`config.mk`:
```
export PLATFORM = sky130hd
export DESIGN_NAME = opendap_sw_dp_regs
export DESIGN_NICKNAME = d
export VERILOG_FILES = /design/src/rtl/opendap_sw_dp_regs.sv
export SDC_FILE = /design/constraint.sdc
export NUM_CORES = 1
export LEC_CHECK = 0
export CORE_MARGIN = 2
export CORE_UTILIZATION = 46
export CTS_CLUSTER_SIZE = 28
export DETAILED_ROUTE_END_ITERATION = 6
export GPL_TIMING_DRIVEN = 0
export MAX_ROUTING_LAYER = met4
export PLACE_DENSITY = 0.85
export SYNTH_ARGS = -nofsm -noshare
export SYNTH_HDL_FRONTEND = slang
export SYNTH_SLANG_ARGS = --single-unit
```
`constraint.sdc`:
```
create_clock -name swclk -period 3 [get_ports swclk]
set_clock_uncertainty 0.15 [all_clocks]
set_input_delay 0.3 -clock swclk [delete_from_list [all_inputs] [get_ports swclk]]
set_output_delay 0.3 -clock swclk [all_outputs]
set_load 0.1 [all_outputs]
```
`src/rtl/opendap_sw_dp_regs.sv`:
```
// SW-DP register file and AP-access bridge: decodes DP register accesses from the
// comms strobe, holds sticky error state and posts AP transfers over valid/ready.
module opendap_sw_dp_regs #(
    parameter logic [31:0] DPIDR     = 32'h0BC12477,
    parameter logic [31:0] TARGETID  = 32'h00000001,
    parameter logic [3:0]  TINSTANCE = 4'h0
) (
    input  logic        swclk,
    input  logic        rst_n,
    input  logic [1:0]  bus_addr,
    input  logic        bus_r_nw,
    input  logic        bus_ap_ndp,
    input  logic [31:0] bus_wdata,
    input  logic        bus_en,
    output logic [31:0] bus_rdata,
    output logic [31:0] targetsel_expected,
    input  logic        dp_set_wdataerr,
    input  logic        dp_set_stickyorun,
    output logic        dp_orundetect,
    output logic        dp_acc_fault,
    output logic        dp_acc_protocol_err,
    output logic        ap_rdy,
    output logic        apbus_en,
    output logic        apbus_wen,
    output logic [7:0]  apbus_sel,
    output logic [7:0]  apbus_addr,
    output logic [31:0] apbus_wdata,
    input  logic        apbus_rdy,
    input  logic [31:0] apbus_rdata,
    input  logic        apbus_err,
    output logic        apbus_abort,
    output logic        cdbgpwrupreq,
    output logic        csyspwrupreq,
    input  logic        cdbgpwrupack,
    input  logic        csyspwrupack
);

    localparam int unsigned DW = 32;

    logic [7:0]    apsel;
    logic [3:0]    apbanksel;
    logic [3:0]    dpbanksel;
    logic [DW-1:0] rdbuff;
    logic          wdataerr;
    logic          readok;
    logic          stickyerr;
    logic          stickyorun;
    logic [1:0]    dbgack_sync;
    logic [1:0]    sysack_sync;
    logic [DW-1:0] ctrl_stat;

    logic dp_wr;
    logic abort_wr;
    logic ctrl_wr;
    logic select_wr;
    logic dap_abort;
    logic ap_issue;
    logic ap_done;

    assign dp_wr     = bus_en && !bus_ap_ndp && !bus_r_nw;
    assign abort_wr  = dp_wr && (bus_addr == 2'd0);
    assign ctrl_wr   = dp_wr && (bus_addr == 2'd1) && (dpbanksel == 4'd0);
    assign select_wr = dp_wr && (bus_addr == 2'd2);
    assign dap_abort = abort_wr && bus_wdata[0];
    // A strobe arriving while a transfer is outstanding is dropped; comms WAITs instead.
    assign ap_issue  = bus_en && bus_ap_ndp && !apbus_en;
    assign ap_done   = apbus_en && apbus_rdy;

    assign ap_rdy              = !apbus_en;
    assign dp_orundetect       = ctrl_stat[0];
    assign targetsel_expected  = {TINSTANCE, TARGETID[27:0]};
    assign dp_acc_fault        = bus_ap_ndp && (stickyerr || stickyorun || wdataerr);
    assign dp_acc_protocol_err = !bus_ap_ndp && !bus_r_nw && (bus_addr == 2'd1)
                                 && (dpbanksel > 4'd1);

    logic orundetect;
    assign ctrl_stat = {sysack_sync[1], csyspwrupreq, dbgack_sync[1], cdbgpwrupreq,
                        20'h0, wdataerr, readok, stickyerr, 3'b000, stickyorun, orundetect};

    // Read data seen by comms during the strobe cycle, i.e. pre-write state.
    always_comb begin
        bus_rdata = '0;
        if (bus_ap_ndp) begin
            bus_rdata = rdbuff;
        end else begin
            case (bus_addr)
                2'd0: bus_rdata = DPIDR;
                2'd1: begin
                    case (dpbanksel)
                        4'd0:    bus_rdata = ctrl_stat;
                        4'd2:    bus_rdata = TARGETID;
                        4'd3:    bus_rdata = {TINSTANCE, 24'h0, 4'h1};
                        default: bus_rdata = '0;
                    endcase
                end
                default: bus_rdata = rdbuff;
            endcase
        end
    end

    always_ff @(posedge swclk or negedge rst_n) begin
        if (!rst_n) begin
            apbus_en     <= 1'b0;
            apbus_wen    <= 1'b0;
            apbus_sel    <= '0;
            apbus_addr   <= '0;
            apbus_wdata  <= '0;
            apbus_abort  <= 1'b0;
            apsel        <= '0;
            apbanksel    <= '0;
            dpbanksel    <= '0;
            rdbuff       <= '0;
            readok       <= 1'b0;
            stickyerr    <= 1'b0;
            stickyorun   <= 1'b0;
            wdataerr     <= 1'b0;
            orundetect   <= 1'b0;
            cdbgpwrupreq <= 1'b0;
            csyspwrupreq <= 1'b0;
            dbgack_sync  <= '0;
            sysack_sync  <= '0;
        end else begin
            apbus_abort <= dap_abort;
            if (dap_abort) begin
                apbus_en <= 1'b0;
            end else if (ap_issue) begin
                apbus_en    <= 1'b1;
                apbus_wen   <= !bus_r_nw;
                apbus_sel   <= apsel;
                apbus_addr  <= {apbanksel, bus_addr, 2'b00};
                apbus_wdata <= bus_wdata;
            end else if (ap_done) begin
                apbus_en <= 1'b0;
            end

            if (ap_done && !apbus_wen) begin
                rdbuff <= apbus_rdata;
                readok <= !apbus_err;
            end

            // Sticky sets take priority over an ABORT clear in the same cycle.
            stickyerr  <= (stickyerr && !(abort_wr && bus_wdata[2])) || (ap_done && apbus_err);
            wdataerr   <= (wdataerr && !(abort_wr && bus_wdata[3])) || dp_set_wdataerr;
            stickyorun <= (stickyorun && !(abort_wr && bus_wdata[4])) || dp_set_stickyorun;

            if (ctrl_wr) begin
                csyspwrupreq <= bus_wdata[30];
                cdbgpwrupreq <= bus_wdata[28];
                orundetect   <= bus_wdata[0];
            end

            if (select_wr) begin
                apsel     <= bus_wdata[31:24];
                apbanksel <= bus_wdata[7:4];
                dpbanksel <= bus_wdata[3:0];
            end

            dbgack_sync <= {dbgack_sync[0], cdbgpwrupack};
            sysack_sync <= {sysack_sync[0], csyspwrupack};
        end
    end

endmodule

```
Yosys cells after proc, flatten, opt, wreduce, memory -nomap -nowiden
Cells that the tools add are included.

Muxes and demuxes: 6. Equal/unequal tests: 4. Shift-type cells: 0. $mul: 0. Divide/modulo/power cells: 0. Bitwise gates (word level): 1. Magnitude comparators: 1. $add $sub $neg: 0. Reductions and logical operators: 40.

Operators with widths (number): 32-bit case mux with 2 select lines (2); 32-bit 2-to-1 mux (1); 1-bit logical AND (22); 4-bit by 2-bit == test with 1-bit output (second input constant) (2); 1-bit zero test (8); 1-bit logical OR (5); 4-bit by 1-bit > comparator with 1-bit output (second input constant) (1); 4-bit zero test (1); 1-bit 2-to-1 mux (3); 3-bit nonzero test (1); 2-bit by 1-bit == test with 1-bit output (second input constant) (1); 2-bit == test (second input constant) (1); 2-bit zero test (1); 2-bit AND reduction (1); 2-bit OR reduction (1); 1-bit NOT (1).

Word-level logic and storage cells: 71. ROM bits: 0. Latch bits: 0. Bits in writable memories: 0. Register bits: 108. Memories: 0. Output and inout bits: 121.

Depth between registers and ports, before layout
Depth after elaboration: 8. Gate-level depth with buffers: 5.

Worst setup path after synthesis
OpenSTA, ideal clock, no wires.

Kind: input to output. Start point: in bus_ap_ndp. End point: out dp_acc_protocol_err. Stages: 3. Arrival: 3.856 ns. Data required time: 2.550 ns. Path buffers: 1. Setup slack: -1.306 ns. Cell sequence: or2_1 buf_2 nor4b_1.

Longest elaborated chain between the ends: 4.

RTL lines: from (decl) (RTL line 12) `input logic bus_ap_ndp,`; 1-bit zero test (RTL line 73) `assign dp_acc_protocol_err = !bus_ap_ndp && !bus_r_nw && (bus_addr == 2'd1)`; 1-bit logical AND (2 in series) (RTL line 73); 1-bit logical AND (RTL line 74) `&& (dpbanksel > 4'd1);`; to (decl) (RTL line 21) `output logic dp_acc_protocol_err,`.

Every way passes these cells.

Worst setup path after layout
Start point: in bus_ap_ndp. End point: out bus_rdata[4].

Longest elaborated chain between the ends: 1.

RTL lines: 32-bit 2-to-1 mux (RTL line 83) `if (bus_ap_ndp) begin`; to (decl) (RTL line 15) `output logic [31:0] bus_rdata,`.

Every way passes these cells.

==> metrics.cfg <==
[synth]
syn_avg_cell_area_sq_um = 14.1
yosys_warnings = 0
async_flop_share_pct = 100
muxShareOfSynthArea_pct = 24.4
yosysTopAreaCellShare_pct = 57.1
ys_ff_latch = 108
synth_top_family_by_area = multiplexers
netlist_area_sq_um = 4730
yosysTopAreaCell = dfrtp_1
synth-adder-area-share_pct = 0
synth-xor-area-share_pct = 0
ys.flop_type = dfrtp_1
synth_seq_area_share_pct = 57.1
synth_cell_types = 31
ys_top_cells_by_area = dfrtp_1 57%, mux2_2 18%, buf_4 5.5%
yosys.area_share.simple_pct = 7.21
syn_inst = 335
synth_edf_count = 0
synth_compound_gate_area_share_pct = 3.78

[power_and_ir_drop]
p_int_w = 0.00323
powerDensity_nw_per_um2 = 1010
combPwrFrac_pct = 57.2
seqPwrFrac_pct = 30.2
p_clk_share_pct = 12.6
ir_worst_vdd_v = 0.000726
power.switching_w = 0.00367
netSwitchingFraction_pct = 53.2
p_leak_nw = 3.15

[sta]
worstMarginPinSlew_ns = 1.00
setup_tns_ns = 0
fin_crit_sh_pct = 92.5
holdWs_ns = 0.114
relSlewSlack_pct = 33.0
period_minus_slack_ns = 2.77
rsz0062_at_grt = false
finalHoldViolCount = 0
slew_violations = 0
finalSetupViolCount = 0
max_clock_freq_mhz = 360

[route]
vias = 3217
post_drt_via_cell_ratio = 4.71
first_pass_iters = 4
drc_errors = 0
drt_iter0_drc = 68
wirelength_mm = 11.1
drtAntennaViolNets = 0
wire_per_inst_um = 16.2

[place]
dp_hpwl_mm = 8.31
port_buffers = 162
gp_congestion = 0.770

[clocking]
cts_buffers = 9
cts_tree = done
ctsLongestPathBuffers = 2
clkLatencyLatePin_ns = 0.37
clock-sinks = 108
clkTransAtPathRegs_ns = 0.09
cts_root_buf = clkbuf_8
cts_setup_buffers = 0
htreeDepth = 3

[layout]
final_cell_mix = 128 x clkdlybuf4s50_1, 108 x dfrtp_1, 77 x mux2_2, 36 x buf_4, 34 x conb_1
num-nets-final = 619
drive_gt1_share_pct = 36.0
n_antenna_cell = 0
final_common_cell = clkdlybuf4s50_1
area_growth_pct = 44.8

[critical_path]
cp-end-kind = output pin
crit_fanout = 10
regToRegSetupSlack_ns = 1.27
cp_slowest_stage_delay_ns = 0.56
cp.arrival_ns = 2.32
cp_slowest_cell = clkdlybuf4s50_1
r2r_cells = 3
critPathKind = input port to output pin
cp.required_ns = 2.55
startpoint_type = input port
cp_cell_sequence = clkdlybuf4s50_1 -> or2_1 -> buf_2 -> nor2_4 -> a21o_1 -> clkdlybuf4s15_2

[min_path]
hold_depth = 2
hold_class = input port to register

[floorplanning]
fp.dieH_um = 105
start_util_pct = 46.7
die_area_sq_um = 11100
die_w_um = 105
num_io_pins = 198
rows = 37
core-area_sq_um = 10100

[global_route]
grt-ovfl-total = 0
grt_max_degree = 68
grt_first_pass_wirelength_mm = 17.5
grtUsageTotal_pct = 21.1
grt_pass1_vias = 3447
antenna_found_initial = 0

[outcome]
status = finished, final reports clean

[run]
maxCapViolCount = 0

[registers in the layout, summed over array words and instances, names as in the netlist, 2 cells and up]
name         flops
apbanksel        4
dbgack_sync      2
apsel            8
apbus_sel        8
sysack_sync      2
apbus_wdata     32
rdbuff          32
dpbanksel        4
apbus_addr       6
[area by class of cell]
| cell class | instances | area (sq um) |
|---|---|---|
| Sequential cell | 108 | 2700 |
| Inverter | 1 | 3.75 |
| Multi-Input combinational cell | 210 | 1820 |
| Clock buffer | 12 | 135 |
| Timing Repair Buffer | 164 | 1640 |
| Clock inverter | 4 | 48.8 |
| Fill cell | 746 | 3280 |
| Buffer | 48 | 344 |
| Tap cell | 136 | 170 |
[power by group through the flow]
stage	Sequential (W)	Clock [W]	Combinational, W
finish	0.00208	0.000870	0.00394
global route	0.00213	0.000943	0.00407
CTS	0.00208	0.000893	0.00398
detailed placement	0.00211	0	0.00402
global placement	0.00208	0	0.00399
floorplan	0.00338	0	0.00181
[worst max-delay path, delay by kind of cell]
| kind | cells | cell delay, ns |
|---|---|---|
| AO/OA/AOI/OAI | 1 | 0.12 |
| buffers and inverters | 3 | 1.33 |
| AND/OR/NAND/NOR | 2 | 0.57 |
[metal layers]
layer	wire [um]	vias up	global-route usage (%)	part of all wire, %
li1	-	1499	-	-
met1	4700	1579	25.8	42
met2	5480	131	35.1	49
met3	812	8	5.50	7.3
met4	101	0	5.14	0.91
met5	0	-	-	0
[synth_stat cells (3+ instances only)]
master / n
a21o_1: 12
a31oi_1: 4
and2_1: 13
buf_2: 8
buf_4: 35
buf_6: 3
dfrtp_1: 108
mux2_1: 3
mux2_2: 77
mux2_4: 17
nand2_1: 15
nand3_1: 3
nor2_1: 6
o21ai_0: 9
[kinds of logic after synthesis]
logic type	Yosys count
multiplexers	97
AND/OR/NAND/NOR	52
buffers and inverters	49
AO/OA/AOI/OAI	27
flip-flops	108
other	2
[metrics by stage]
| step | util, % | cell area (sq um) | cells | total power, W | worst slack (ns) |
|---|---|---|---|---|---|
| floorplan | - | 4870 | 367 | 0.00519 | -0.456 |
| global placement | 65.7 | 6660 | 665 | 0.00607 | -2.48 |
| detailed placement | 65.9 | 6680 | 666 | 0.00613 | -0.372 |
| CTS | 68.0 | 6890 | 683 | 0.00695 | 0.000977 |
| global route | 67.6 | 6860 | 683 | 0.00714 | 0.0599 |
| finish | 67.6 | 6860 | 683 | 0.00690 | 0.225 |
[what timing repair did]
item | CTS | global route
hold buffers | 1 | 0
setup endpoints to repair | 33 | 10
hold endpoints to repair | 41 | 0
gates resized for setup | 84 | 22
[worst paths after layout]
kind,start,to
worst max-delay path,bus_ap_ndp,bus_rdata[4]
worst min-delay path,bus_addr[0],apbus_addr[2]
worst max register to register,apbus_en,rdbuff[2]
worst min register to register,dbgack_sync[0],dbgack_sync[1]
max in group asynchronous,rst_n,apbanksel[3]
min in group asynchronous,rst_n,apbus_sel[0]
Power figures use the tool's default switching activity.
